==> src/rtl/mem_arb_pkg.sv <==
// mem_arb_pkg: FSM state and requester-id types shared by the memory arbiter
package mem_arb_pkg;
  typedef enum logic [1:0] {IDLE, IF_RESP, LS_RESP} state_e;
  typedef enum logic {REQ_IF, REQ_LS} req_id_e;
endpackage

==> src/rtl/mem_arb_if.sv <==
// mem_arb_if: fetch, load/store and unified memory bus signals of mem_arbiter
interface mem_arb_if #(parameter int WIDTH = 32);
  logic if_req;
  logic [WIDTH-1:0] if_addr;
  logic if_gnt;
  logic if_rvalid;
  logic [WIDTH-1:0] if_rdata;
  logic ls_req;
  logic ls_we;
  logic [WIDTH-1:0] ls_addr;
  logic [WIDTH-1:0] ls_wdata;
  logic [3:0] ls_byteen;
  logic ls_gnt;
  logic ls_rvalid;
  logic [WIDTH-1:0] ls_rdata;
  logic mem_read;
  logic mem_write;
  logic [WIDTH-1:0] mem_addr;
  logic [WIDTH-1:0] mem_wdata;
  logic [3:0] mem_byteen;
  logic [WIDTH-1:0] mem_rdata;
  modport master (
    output if_req, if_addr, ls_req, ls_we, ls_addr, ls_wdata, ls_byteen, mem_rdata,
    input if_gnt, if_rvalid, if_rdata, ls_gnt, ls_rvalid, ls_rdata,
    input mem_read, mem_write, mem_addr, mem_wdata, mem_byteen
  );
  modport slave (
    input if_req, if_addr, ls_req, ls_we, ls_addr, ls_wdata, ls_byteen, mem_rdata,
    output if_gnt, if_rvalid, if_rdata, ls_gnt, ls_rvalid, ls_rdata,
    output mem_read, mem_write, mem_addr, mem_wdata, mem_byteen
  );
endinterface

==> src/rtl/mem_arb_prio.sv <==
// mem_arb_prio: picks the winning requester; load/store wins unless fetch is starved
module mem_arb_prio
  import mem_arb_pkg::*;
(
  input  logic    if_req,
  input  logic    ls_req,
  input  logic    starve,
  output req_id_e winner
);
  always_comb winner = (if_req && (!ls_req || starve)) ? REQ_IF : REQ_LS;
endmodule

==> src/rtl/mem_arbiter.sv <==
// mem_arbiter: shares one memory bus between fetch and load/store; define ARB_STARVE_GUARD_EN to bound fetch starvation
module mem_arbiter
  import mem_arb_pkg::*;
#(
  parameter int WIDTH = 32,
  parameter int STARVE_LIMIT = 4
) (
  input logic clk,
  input logic rst,
  mem_arb_if.slave bus
);
  state_e state;
  req_id_e win;
  logic we_q;
  logic starve;
  logic idle;
  logic gnt_if;
  logic gnt_ls;
`ifdef ARB_STARVE_GUARD_EN
  localparam int CW = $clog2(STARVE_LIMIT + 1);
  logic [CW-1:0] cnt;
  always_ff @(posedge clk)
    if (rst || gnt_if || (gnt_ls && !bus.if_req)) cnt <= '0;
    else if (gnt_ls) cnt <= cnt + CW'(1);
  assign starve = cnt >= CW'(STARVE_LIMIT);
`else
  assign starve = 1'b0;
`endif
  mem_arb_prio u_prio (
    .if_req(bus.if_req),
    .ls_req(bus.ls_req),
    .starve(starve),
    .winner(win)
  );
  // grants are held off during reset so nothing is accepted that reset would drop
  always_comb begin
    idle = (state == IDLE) && !rst;
    gnt_if = idle && bus.if_req && (win == REQ_IF);
    gnt_ls = idle && bus.ls_req && (win == REQ_LS);
    bus.if_gnt = gnt_if;
    bus.ls_gnt = gnt_ls;
    bus.mem_read = gnt_if || (gnt_ls && !bus.ls_we);
    bus.mem_write = gnt_ls && bus.ls_we;
    bus.mem_addr = gnt_if ? bus.if_addr : gnt_ls ? bus.ls_addr : '0;
    bus.mem_wdata = gnt_ls ? bus.ls_wdata : '0;
    bus.mem_byteen = gnt_if ? 4'hF : gnt_ls ? bus.ls_byteen : 4'h0;
    bus.if_rvalid = (state == IF_RESP) && !rst;
    bus.ls_rvalid = (state == LS_RESP) && !rst;
    bus.if_rdata = bus.if_rvalid ? bus.mem_rdata : '0;
    bus.ls_rdata = (bus.ls_rvalid && !we_q) ? bus.mem_rdata : '0;
  end
  always_ff @(posedge clk)
    if (rst) begin
      state <= IDLE;
      we_q <= 1'b0;
    end else begin
      state <= gnt_if ? IF_RESP : gnt_ls ? LS_RESP : IDLE;
      if (gnt_ls) we_q <= bus.ls_we;
    end
endmodule

==> src/flat_wrapper.sv <==
// flat-port wrapper written by rule: the top's interface ports become plain ports
module mem_arbiter_flat import mem_arb_pkg::*;
#(
  parameter int WIDTH = 32,
  parameter int STARVE_LIMIT = 4
)
  (clk, rst, bus_if_req, bus_if_addr, bus_ls_req, bus_ls_we, bus_ls_addr, bus_ls_wdata, bus_ls_byteen, bus_mem_rdata, bus_if_gnt, bus_if_rvalid, bus_if_rdata, bus_ls_gnt, bus_ls_rvalid, bus_ls_rdata, bus_mem_read, bus_mem_write, bus_mem_addr, bus_mem_wdata, bus_mem_byteen);
  mem_arb_if #(.WIDTH(WIDTH)) bus_i ();
  input logic clk;
  input logic rst;
  input wire logic [$bits(bus_i.if_req)-1:0] bus_if_req;
  input wire logic [$bits(bus_i.if_addr)-1:0] bus_if_addr;
  input wire logic [$bits(bus_i.ls_req)-1:0] bus_ls_req;
  input wire logic [$bits(bus_i.ls_we)-1:0] bus_ls_we;
  input wire logic [$bits(bus_i.ls_addr)-1:0] bus_ls_addr;
  input wire logic [$bits(bus_i.ls_wdata)-1:0] bus_ls_wdata;
  input wire logic [$bits(bus_i.ls_byteen)-1:0] bus_ls_byteen;
  input wire logic [$bits(bus_i.mem_rdata)-1:0] bus_mem_rdata;
  output wire logic [$bits(bus_i.if_gnt)-1:0] bus_if_gnt;
  output wire logic [$bits(bus_i.if_rvalid)-1:0] bus_if_rvalid;
  output wire logic [$bits(bus_i.if_rdata)-1:0] bus_if_rdata;
  output wire logic [$bits(bus_i.ls_gnt)-1:0] bus_ls_gnt;
  output wire logic [$bits(bus_i.ls_rvalid)-1:0] bus_ls_rvalid;
  output wire logic [$bits(bus_i.ls_rdata)-1:0] bus_ls_rdata;
  output wire logic [$bits(bus_i.mem_read)-1:0] bus_mem_read;
  output wire logic [$bits(bus_i.mem_write)-1:0] bus_mem_write;
  output wire logic [$bits(bus_i.mem_addr)-1:0] bus_mem_addr;
  output wire logic [$bits(bus_i.mem_wdata)-1:0] bus_mem_wdata;
  output wire logic [$bits(bus_i.mem_byteen)-1:0] bus_mem_byteen;
  assign bus_i.if_req = bus_if_req;
  assign bus_i.if_addr = bus_if_addr;
  assign bus_i.ls_req = bus_ls_req;
  assign bus_i.ls_we = bus_ls_we;
  assign bus_i.ls_addr = bus_ls_addr;
  assign bus_i.ls_wdata = bus_ls_wdata;
  assign bus_i.ls_byteen = bus_ls_byteen;
  assign bus_i.mem_rdata = bus_mem_rdata;
  assign bus_if_gnt = bus_i.if_gnt;
  assign bus_if_rvalid = bus_i.if_rvalid;
  assign bus_if_rdata = bus_i.if_rdata;
  assign bus_ls_gnt = bus_i.ls_gnt;
  assign bus_ls_rvalid = bus_i.ls_rvalid;
  assign bus_ls_rdata = bus_i.ls_rdata;
  assign bus_mem_read = bus_i.mem_read;
  assign bus_mem_write = bus_i.mem_write;
  assign bus_mem_addr = bus_i.mem_addr;
  assign bus_mem_wdata = bus_i.mem_wdata;
  assign bus_mem_byteen = bus_i.mem_byteen;
  mem_arbiter #(.WIDTH(WIDTH), .STARVE_LIMIT(STARVE_LIMIT)) u_core (.clk(clk), .rst(rst), .bus(bus_i));
endmodule
==> config.mk <==
export PLATFORM = sky130hd
export DESIGN_NAME = mem_arbiter_flat
export DESIGN_NICKNAME = d
export VERILOG_FILES = /design/src/rtl/mem_arb_pkg.sv /design/src/rtl/mem_arb_if.sv /design/src/rtl/mem_arb_prio.sv /design/src/rtl/mem_arbiter.sv /design/src/flat_wrapper.sv
export SDC_FILE = /design/constraint.sdc
export NUM_CORES = 1
export LEC_CHECK = 0
export CAP_MARGIN = 10
export CORE_AREA = 2 2 106 108
export DETAILED_ROUTE_END_ITERATION = 8
export DIE_AREA = 0 0 108 110
export SLEW_MARGIN = 5
export SYNTH_ARGS = -nofsm -noshare
export SYNTH_HDL_FRONTEND = slang
export SYNTH_HIERARCHICAL = 1
export SYNTH_SLANG_ARGS = --single-unit
==> constraint.sdc <==
create_clock -name clk -period 2 [get_ports clk]
set_input_delay 0.3 -clock clk [delete_from_list [all_inputs] [get_ports clk]]
set_output_delay 0.3 -clock clk [all_outputs]
set_load 0.005 [all_outputs]
==> flow_summary.rst, run 1 <==
.. list-table::
   :header-rows: 1

   * - Metric
     - Value
   * - Leading cell type in the layout, fill and taps excluded
     - sky130_fd_sc_hd__clkdlybuf4s50_1
   * - Num Clock Sinks
     - 3
   * - Vias in the first global route
     - 2521
   * - Number of non-filler instances in the completed layout
     - 630
   * - Ys Warns
     - 6
   * - Maximum clock frequency
     - 512 MHz
   * - Run status
     - finished clean
   * - Count of antenna-violating nets left after detailed routing
     - 0
   * - Unrepaired setup endpoints after global routing
     - true
   * - Number of max-capacitance violations reported
     - 0
   * - Slack of the critical path
     - 0.0471 ns
   * - RD Place Congestion
     - 0.684
   * - CTS root buffer
     - sky130_fd_sc_hd__clkbuf_8
   * - Pre-Repair DR Iteration Count
     - 4
   * - Final routed wirelength across all metal layers
     - 9.72 mm
   * - Switching share of power
     - 0.261
   * - Cell taking the most area after synthesis
     - sky130_fd_sc_hd__and2_1
   * - Commonest cells after routing, fill and taps aside
     - 133 x sky130_fd_sc_hd__clkdlybuf4s50_1, 91 x sky130_fd_sc_hd__and2_1, 52 x sky130_fd_sc_hd__dlygate4sd2_1
   * - Synth top area cells
     - sky130_fd_sc_hd__and2_1 52%, sky130_fd_sc_hd__a22o_1 24%, sky130_fd_sc_hd__dfxtp_1 5.1%, sky130_fd_sc_hd__buf_4 3.2%, sky130_fd_sc_hd__a21o_1 2.6%
   * - Number of buffers added on ports
     - 274
   * - Worst setup timing slack at the placement stage
     - -0.512 ns
   * - Clock slew at reported path FFs
     - 0.03 ns
   * - Number of cells after detailed placement
     - 578
   * - Most congested layer reported by global routing
     - met2
   * - Comb power frac
     - 0.735
   * - Die extent in x
     - 108 um
   * - Tightest Hold Check Type
     - input port to flip-flop
   * - CTS tree
     - built
   * - Die Ht
     - 110 um
   * - Effective utilization at floorplan
     - 0.110
   * - Share of the clock period used by the worst path
     - 0.976
   * - Final critical delay including setup and external delays
     - 1.95 ns
   * - Post-detailed-route DRC marker count
     - 0
   * - # hold bufs at CTS
     - 0
   * - Total inserted antenna cells
     - 0
   * - Std cell rows
     - 38
   * - Vias
     - 2512
   * - Area Growth Syn to Fin
     - 286%
   * - Number of H-tree branching levels
     - 1
   * - Number of slew-limit violations in the final report
     - 0
   * - Critical Path End Type
     - output pin
   * - Data required time of the critical path
     - 1.70 ns
   * - Nets in the synthesized netlist
     - 305
   * - Power per cell area
     - 201 nW/um2
   * - Residual overflow from global routing
     - 0
   * - Pint
     - 674 uW
   * - Final nets
     - 628
   * - Clock power frac
     - 0.193
   * - Final-report setup violation count
     - 0
   * - Met3 usage in global routing
     - 0.0423
   * - Avg Vias per Cell
     - 3.99
   * - Count of pins on the block boundary
     - 275
   * - Detailed Place HPWL
     - 7.42 mm
   * - GR Util met2
     - 0.303
   * - Highest net fanout along the worst path
     - 6
   * - Sequential-to-total area share from yosys stat
     - 0.0511
   * - Number of DRC violations after detailed-routing iteration 0
     - 57
   * - Total Die Area
     - 11900 um2
   * - Num CTS Buffers
     - 3
   * - Share of the synthesized area in the top cell type
     - 0.516
   * - Global-route wire length before repair
     - 13.2 mm
   * - Category of the critical setup timing path
     - flip-flop to output pin
   * - Hold Fails Final Rpt
     - 0
   * - Met1 usage in global routing
     - 0.140
   * - Sequential power share
     - 0.073
   * - Number of antenna violations at the first check in global routing
     - 0
   * - Switching power
     - 238 uW
   * - Skew-Pair Late Insertion Delay
     - 0.22 ns
   * - Post-synthesis cell type count
     - 20
   * - CTS Buffer Depth
     - 2
   * - Count of state elements after synthesis
     - 3
   * - Placeable Area
     - 10700 um2
   * - Worst Clk Skew
     - 0.000759 ns
   * - Largest net degree at the start of global routing
     - 23
   * - Average routed wire per standard cell
     - 15.4 um
   * - Count of mapped cells out of synthesis
     - 168
   * - Critical Path Source Type
     - flip-flop
   * - Per-instance average area after synthesis
     - 7.00 um2
   * - Endpoint arrival time on the critical path
     - 1.65 ns
   * - Leakage power summed over all cells
     - 0.00240 uW
   * - Total routing resource utilization after global routing
     - 0.144
   * - Fraction of final layout cells with drive strength greater than 1
     - 0.318
   * - Post-synthesis instance area
     - 1180 um2
   * - Max rail drop VDD
     - 161 uV
flip-flops by register name, indices dropped and copies added, names as in the netlist:
register      cells
u_core/state      2
u_core/we_q       1
worst max-delay path: stages (launching register included):
cell                      delay [ns]
sky130_fd_sc_hd__dfxtp_4        0.35
sky130_fd_sc_hd__nor3_4         0.23
sky130_fd_sc_hd__and3b_2        0.28
sky130_fd_sc_hd__buf_6          0.15
sky130_fd_sc_hd__buf_6          0.11
sky130_fd_sc_hd__buf_6          0.08
sky130_fd_sc_hd__a22o_1         0.11
sky130_fd_sc_hd__buf_2          0.11
final timing paths:
kind              slack [ns]            start              end  cells after the start
hold reg to reg         0.60      u_core/we_q      u_core/we_q                      2
hold / removal          0.51       bus_if_req  u_core/state[0]                      2
setup / recovery        0.05  u_core/state[0]  bus_mem_addr[7]                      7
setup reg to reg        0.76  u_core/state[0]      u_core/we_q                      4
cells in the mapped netlist:
cell type	instances
sky130_fd_sc_hd__inv_2	1
sky130_fd_sc_hd__nand3_1	1
sky130_fd_sc_hd__a21o_1	4
sky130_fd_sc_hd__dfxtp_1	3
sky130_fd_sc_hd__buf_2	5
sky130_fd_sc_hd__buf_4	5
sky130_fd_sc_hd__and2_1	97
sky130_fd_sc_hd__nor3_2	1
sky130_fd_sc_hd__inv_1	2
sky130_fd_sc_hd__mux2_2	1
sky130_fd_sc_hd__conb_1	1
sky130_fd_sc_hd__clkbuf_1	2
sky130_fd_sc_hd__and2b_1	1
sky130_fd_sc_hd__a22o_1	32
sky130_fd_sc_hd__nor3b_1	2
sky130_fd_sc_hd__o21bai_1	1
sky130_fd_sc_hd__nor2b_1	1
sky130_fd_sc_hd__clkbuf_2	5
sky130_fd_sc_hd__o21ai_2	1
sky130_fd_sc_hd__and3b_1	2
metrics by stage:
stage	TNS, ns	utilization	power (uW)	instance area, um2	hold WS (ns)
after global routing	-0.361	0.425	973	4550	0.516
after floorplan	0	-	194	1180	0.444
after detailed placement	-55.91	0.389	681	4160	0.594
final	0	0.425	912	4550	0.505
after CTS	-0.389	0.432	931	4620	0.485
after global placement	-55.00	0.389	677	4160	0.601
cell families (layout without fill, tap and decap cells):
| logic type | Yosys count | after routing | synth area share |
|---|---|---|---|
| AOI/OAI and AO/OA | 38 | 38 | 0.278 |
| buffers and inverters | 20 | 342 | 0.0904 |
| DFF | 3 | 3 | 0.0511 |
| muxes | 1 | 1 | 0.00957 |
| other | 1 | 1 | 0.00319 |
| and+or+nand+nor | 105 | 105 | 0.568 |
timing repair:
| item | CTS | global route |
|---|---|---|
| setup endpoints to repair | 138 | 75 |
| buffers inserted | 38 | 4 |
| gates resized for setup | 335 | 75 |
| cloned | 10 | 1 |
| pin swaps | 9 | 10 |
routing by layer:
layer  vias to the layer above  share of wire  routed length, um
li1                       1217              -                  -
met5                         -              0                  0
met2                       166           0.55               5330
met1                      1127           0.33               3250
met4                         0         0.0041                 40
met3                         2           0.11               1110
layout make-up:
class / instances / area (um2)
fillers: 1119 / 6150
repair buffers: 335 / 3180
multi-input cells: 145 / 1070
well taps: 140 / 175
flip-flops and latches: 3 / 65.1
clock buffers: 4 / 45.0
inverters: 3 / 16.3
power by group through the flow:
stage          clock network, uW  registers (uW)  logic (uW)
3_5_place_dp                   0            66.6         615
5_1_grt                      188            66.7         718
3_3_place_gp                   0            66.2         610
6_report                     176            66.3         670
4_1_cts                      183            66.4         682
2_1_floorplan                  0            65.8         129
Power figures use the tool's default switching activity.
==> run 2: changes to the inputs <==
==> constraint.sdc (replaced) <==
create_clock -name clk -period 2.4 [get_ports clk]
set_input_delay 0.36 -clock clk [delete_from_list [all_inputs] [get_ports clk]]
set_output_delay 0.36 -clock clk [all_outputs]
set_load 0.005 [all_outputs]
==> run 2 against run 1 <==
Effect of this change:
- routed wire length decreased by 11%
- clock power down 18%
- non-clock buffer count fell by 40
- highest routed layer unchanged
- global-route usage is 1.5 points lower
- count of clock-buffer cells in the layout unchanged
- largest power group unchanged
- die area is the same
==> flow_summary.rst, run 2 (same netlist as run 1, synthesis figures left out) <==
.. list-table::
   :header-rows: 1

   * - Metric
     - Value
   * - Clock slew at reported path FFs
     - 0.03 ns (about the same)
   * - Switching power
     - 174 uW (-27%)
   * - Total routing resource utilization after global routing
     - 0.129 (-0.0153)
   * - Die Ht
     - 110 um (unchanged)
   * - Share of the clock period used by the worst path
     - 0.966
   * - Final routed wirelength across all metal layers
     - 8.68 mm (-11%)
   * - Number of DRC violations after detailed-routing iteration 0
     - 66 (+16%)
   * - Max rail drop VDD
     - 84.4 uV (-47%)
   * - Unrepaired setup endpoints after global routing
     - false
   * - RD Place Congestion
     - 0.684 (about the same)
   * - CTS root buffer
     - sky130_fd_sc_hd__clkbuf_8
   * - Number of H-tree branching levels
     - 1 (unchanged)
   * - Area Growth Syn to Fin
     - 266%
   * - Worst setup timing slack at the placement stage
     - -0.229 ns (+0.283 ns)
   * - Detailed Place HPWL
     - 7.42 mm (about the same)
   * - Count of antenna-violating nets left after detailed routing
     - 0 (unchanged)
   * - Placeable Area
     - 10700 um2 (unchanged)
   * - Leakage power summed over all cells
     - 0.00185 uW (-23%)
   * - Post-detailed-route DRC marker count
     - 0 (unchanged)
   * - Global-route wire length before repair
     - 12.0 mm (-9.2%)
   * - Skew-Pair Late Insertion Delay
     - 0.21 ns (about the same)
   * - Residual overflow from global routing
     - 0 (unchanged)
   * - Num Clock Sinks
     - 3 (unchanged)
   * - Count of pins on the block boundary
     - 275 (unchanged)
   * - Area of placed instances
     - 4160 um2 (-0.18%)
   * - Worst Clk Skew
     - 0.000423 ns (-0.000336 ns)
   * - Number of slew-limit violations in the final report
     - 0 (unchanged)
   * - Switching share of power
     - 0.244 (-0.0169)
   * - Effective utilization at floorplan
     - 0.110 (unchanged)
   * - Sequential power share
     - 0.078 (+0.005)
   * - Final critical delay including setup and external delays
     - 2.32 ns
   * - Reg2Reg Depth
     - 4 (unchanged)
   * - Fraction of final layout cells with drive strength greater than 1
     - 0.0756 (-0.243)
   * - Clock power frac
     - 0.204 (+0.011)
   * - Number of buffers added on ports
     - 274 (unchanged)
   * - Tightest Hold Check Type
     - input port to flip-flop
   * - Num CTS Buffers
     - 3 (unchanged)
   * - Pre-Repair DR Iteration Count
     - 4 (unchanged)
   * - CTS Buffer Depth
     - 2 (unchanged)
   * - Endpoint arrival time on the critical path
     - 1.96 ns (+0.31 ns)
   * - Avg Vias per Cell
     - 3.90 (-2.3%)
   * - Critical Path Source Type
     - input port
   * - Highest net fanout along the worst path
     - 19 (+13)
   * - Max reg flops
     - 2 (unchanged)
   * - Category of the critical setup timing path
     - input port to output pin
   * - Reg with most FFs
     - u_core/state
   * - # hold bufs at CTS
     - 0 (unchanged)
   * - Largest net degree at the start of global routing
     - 34 (+48%)
   * - Total Neg Setup Slack
     - 0 ns (unchanged)
   * - Vias in the first global route
     - 2296 (-8.9%)
   * - Regs by FF count
     - u_core/state x2, u_core/we_q x1
   * - Commonest cells after routing, fill and taps aside
     - 237 x sky130_fd_sc_hd__clkdlybuf4s50_1, 97 x sky130_fd_sc_hd__and2_1, 36 x sky130_fd_sc_hd__dlygate4sd2_1
   * - Hold Fails Final Rpt
     - 0 (unchanged)
   * - Number of max-capacitance violations reported
     - 0 (unchanged)
   * - Comb power frac
     - 0.718 (-0.017)
   * - Final nets
     - 588 (-6.4%)
   * - Number of antenna violations at the first check in global routing
     - 2 (+2)
   * - Cell depth of the worst min-delay path
     - 2 (unchanged)
   * - Leading cell type in the layout, fill and taps excluded
     - sky130_fd_sc_hd__clkdlybuf4s50_1
   * - Vias
     - 2307 (-8.2%)
   * - Slack of the critical path
     - 0.0826 ns (+0.0356 ns)
   * - Average routed wire per standard cell
     - 14.7 um (-5.0%)
   * - Maximum clock frequency
     - 432 MHz
   * - Critical Path End Type
     - output pin
   * - Die extent in x
     - 108 um (unchanged)
   * - Power per cell area
     - 166 nW/um2 (-17%)
   * - Std cell rows
     - 38 (unchanged)
   * - Total Die Area
     - 11900 um2 (unchanged)
   * - Data required time of the critical path
     - 2.04 ns (+0.34 ns)
   * - Final-report setup violation count
     - 0 (unchanged)
   * - Run status
     - finished clean
   * - Pint
     - 539 uW (-20%)
   * - CTS tree
     - built
   * - Cell area after layout
     - 4300 um2 (-5.4%)
==> run 2: cell count changes in the layout (fill, tap and decap cells not counted), moves of 7 or more <==
cell	delta
sky130_fd_sc_hd__buf_2	-48
sky130_fd_sc_hd__buf_4	-10
sky130_fd_sc_hd__clkbuf_2	-24
sky130_fd_sc_hd__clkdlybuf4s50_1	+104
sky130_fd_sc_hd__clkdlybuf4s15_1	-13
sky130_fd_sc_hd__buf_16	-7
sky130_fd_sc_hd__dlygate4sd2_1	-16
sky130_fd_sc_hd__buf_6	-20
==> run 2: layout make-up <==
| cell class | count | area [um2] |
|---|---|---|
| antenna | 2 | 5.00 |
| clock buffer | 4 | 45.0 |
| inverter | 3 | 16.3 |
| tap | 140 | 175 |
| timing repair buffer | 295 | 2970 |
| fill | 1107 | 6400 |
| multi-input combinational | 145 | 1030 |
| sequential | 3 | 60.1 |
==> run 2: path summary, 6_finish.rpt <==
path | start | endpoint | slack [ns]
max | rst | bus_mem_addr[13] | 0.08
min | bus_if_req | u_core/state[0] | 0.59
min reg2reg | u_core/we_q | u_core/we_q | 0.60
max reg2reg | u_core/state[0] | u_core/we_q | 1.14
==> run 2: worst max-delay path, cell delays in order <==
cell	delay, ns
sky130_fd_sc_hd__dlygate4sd2_1	0.29
sky130_fd_sc_hd__nor3_4	0.16
sky130_fd_sc_hd__and3b_2	0.26
sky130_fd_sc_hd__buf_8	0.17
sky130_fd_sc_hd__a22o_1	0.19
sky130_fd_sc_hd__clkdlybuf4s50_1	0.52
==> run 2: metal layers <==
metal	part of all wire	track usage	up-vias
met5	0	0	-
met4	0.0085	0.0293	0
li1	-	-	1138
met1	0.34	0.128	1003
met2	0.53	0.257	162
met3	0.12	0.0423	4
==> run 2: power by group through the flow <==
stage          registers, uW  clock network, uW  logic, uW
3_3_place_gp            55.3                  0        507
5_1_grt                 55.9                154        549
6_report                55.6                145        512
3_5_place_dp            55.5                  0        510
2_1_floorplan           54.9                  0        107
4_1_cts                 55.0                149        516
==> run 2: per-stage QoR <==
stage / cells / total power (uW) / utilization / hold WS, ns
floorplan: 168 / 162 / - / 0.504
global placement: 577 / 563 / 0.389 / 0.600
detailed placement: 577 / 566 / 0.389 / 0.594
CTS: 590 / 720 / 0.400 / 0.597
global route: 592 / 759 / 0.402 / 0.625
finish: 592 / 713 / 0.402 / 0.589
==> run 2: what timing repair did <==
action / in CTS / in global routing
setup endpoints to repair: 136 / 33
gates resized for setup: 45 / 6
endpoints found under the hold margin: 0 / 0
pin swaps: 2 / 0
setup buffers: 8 / 0
cloned: 1 / 0
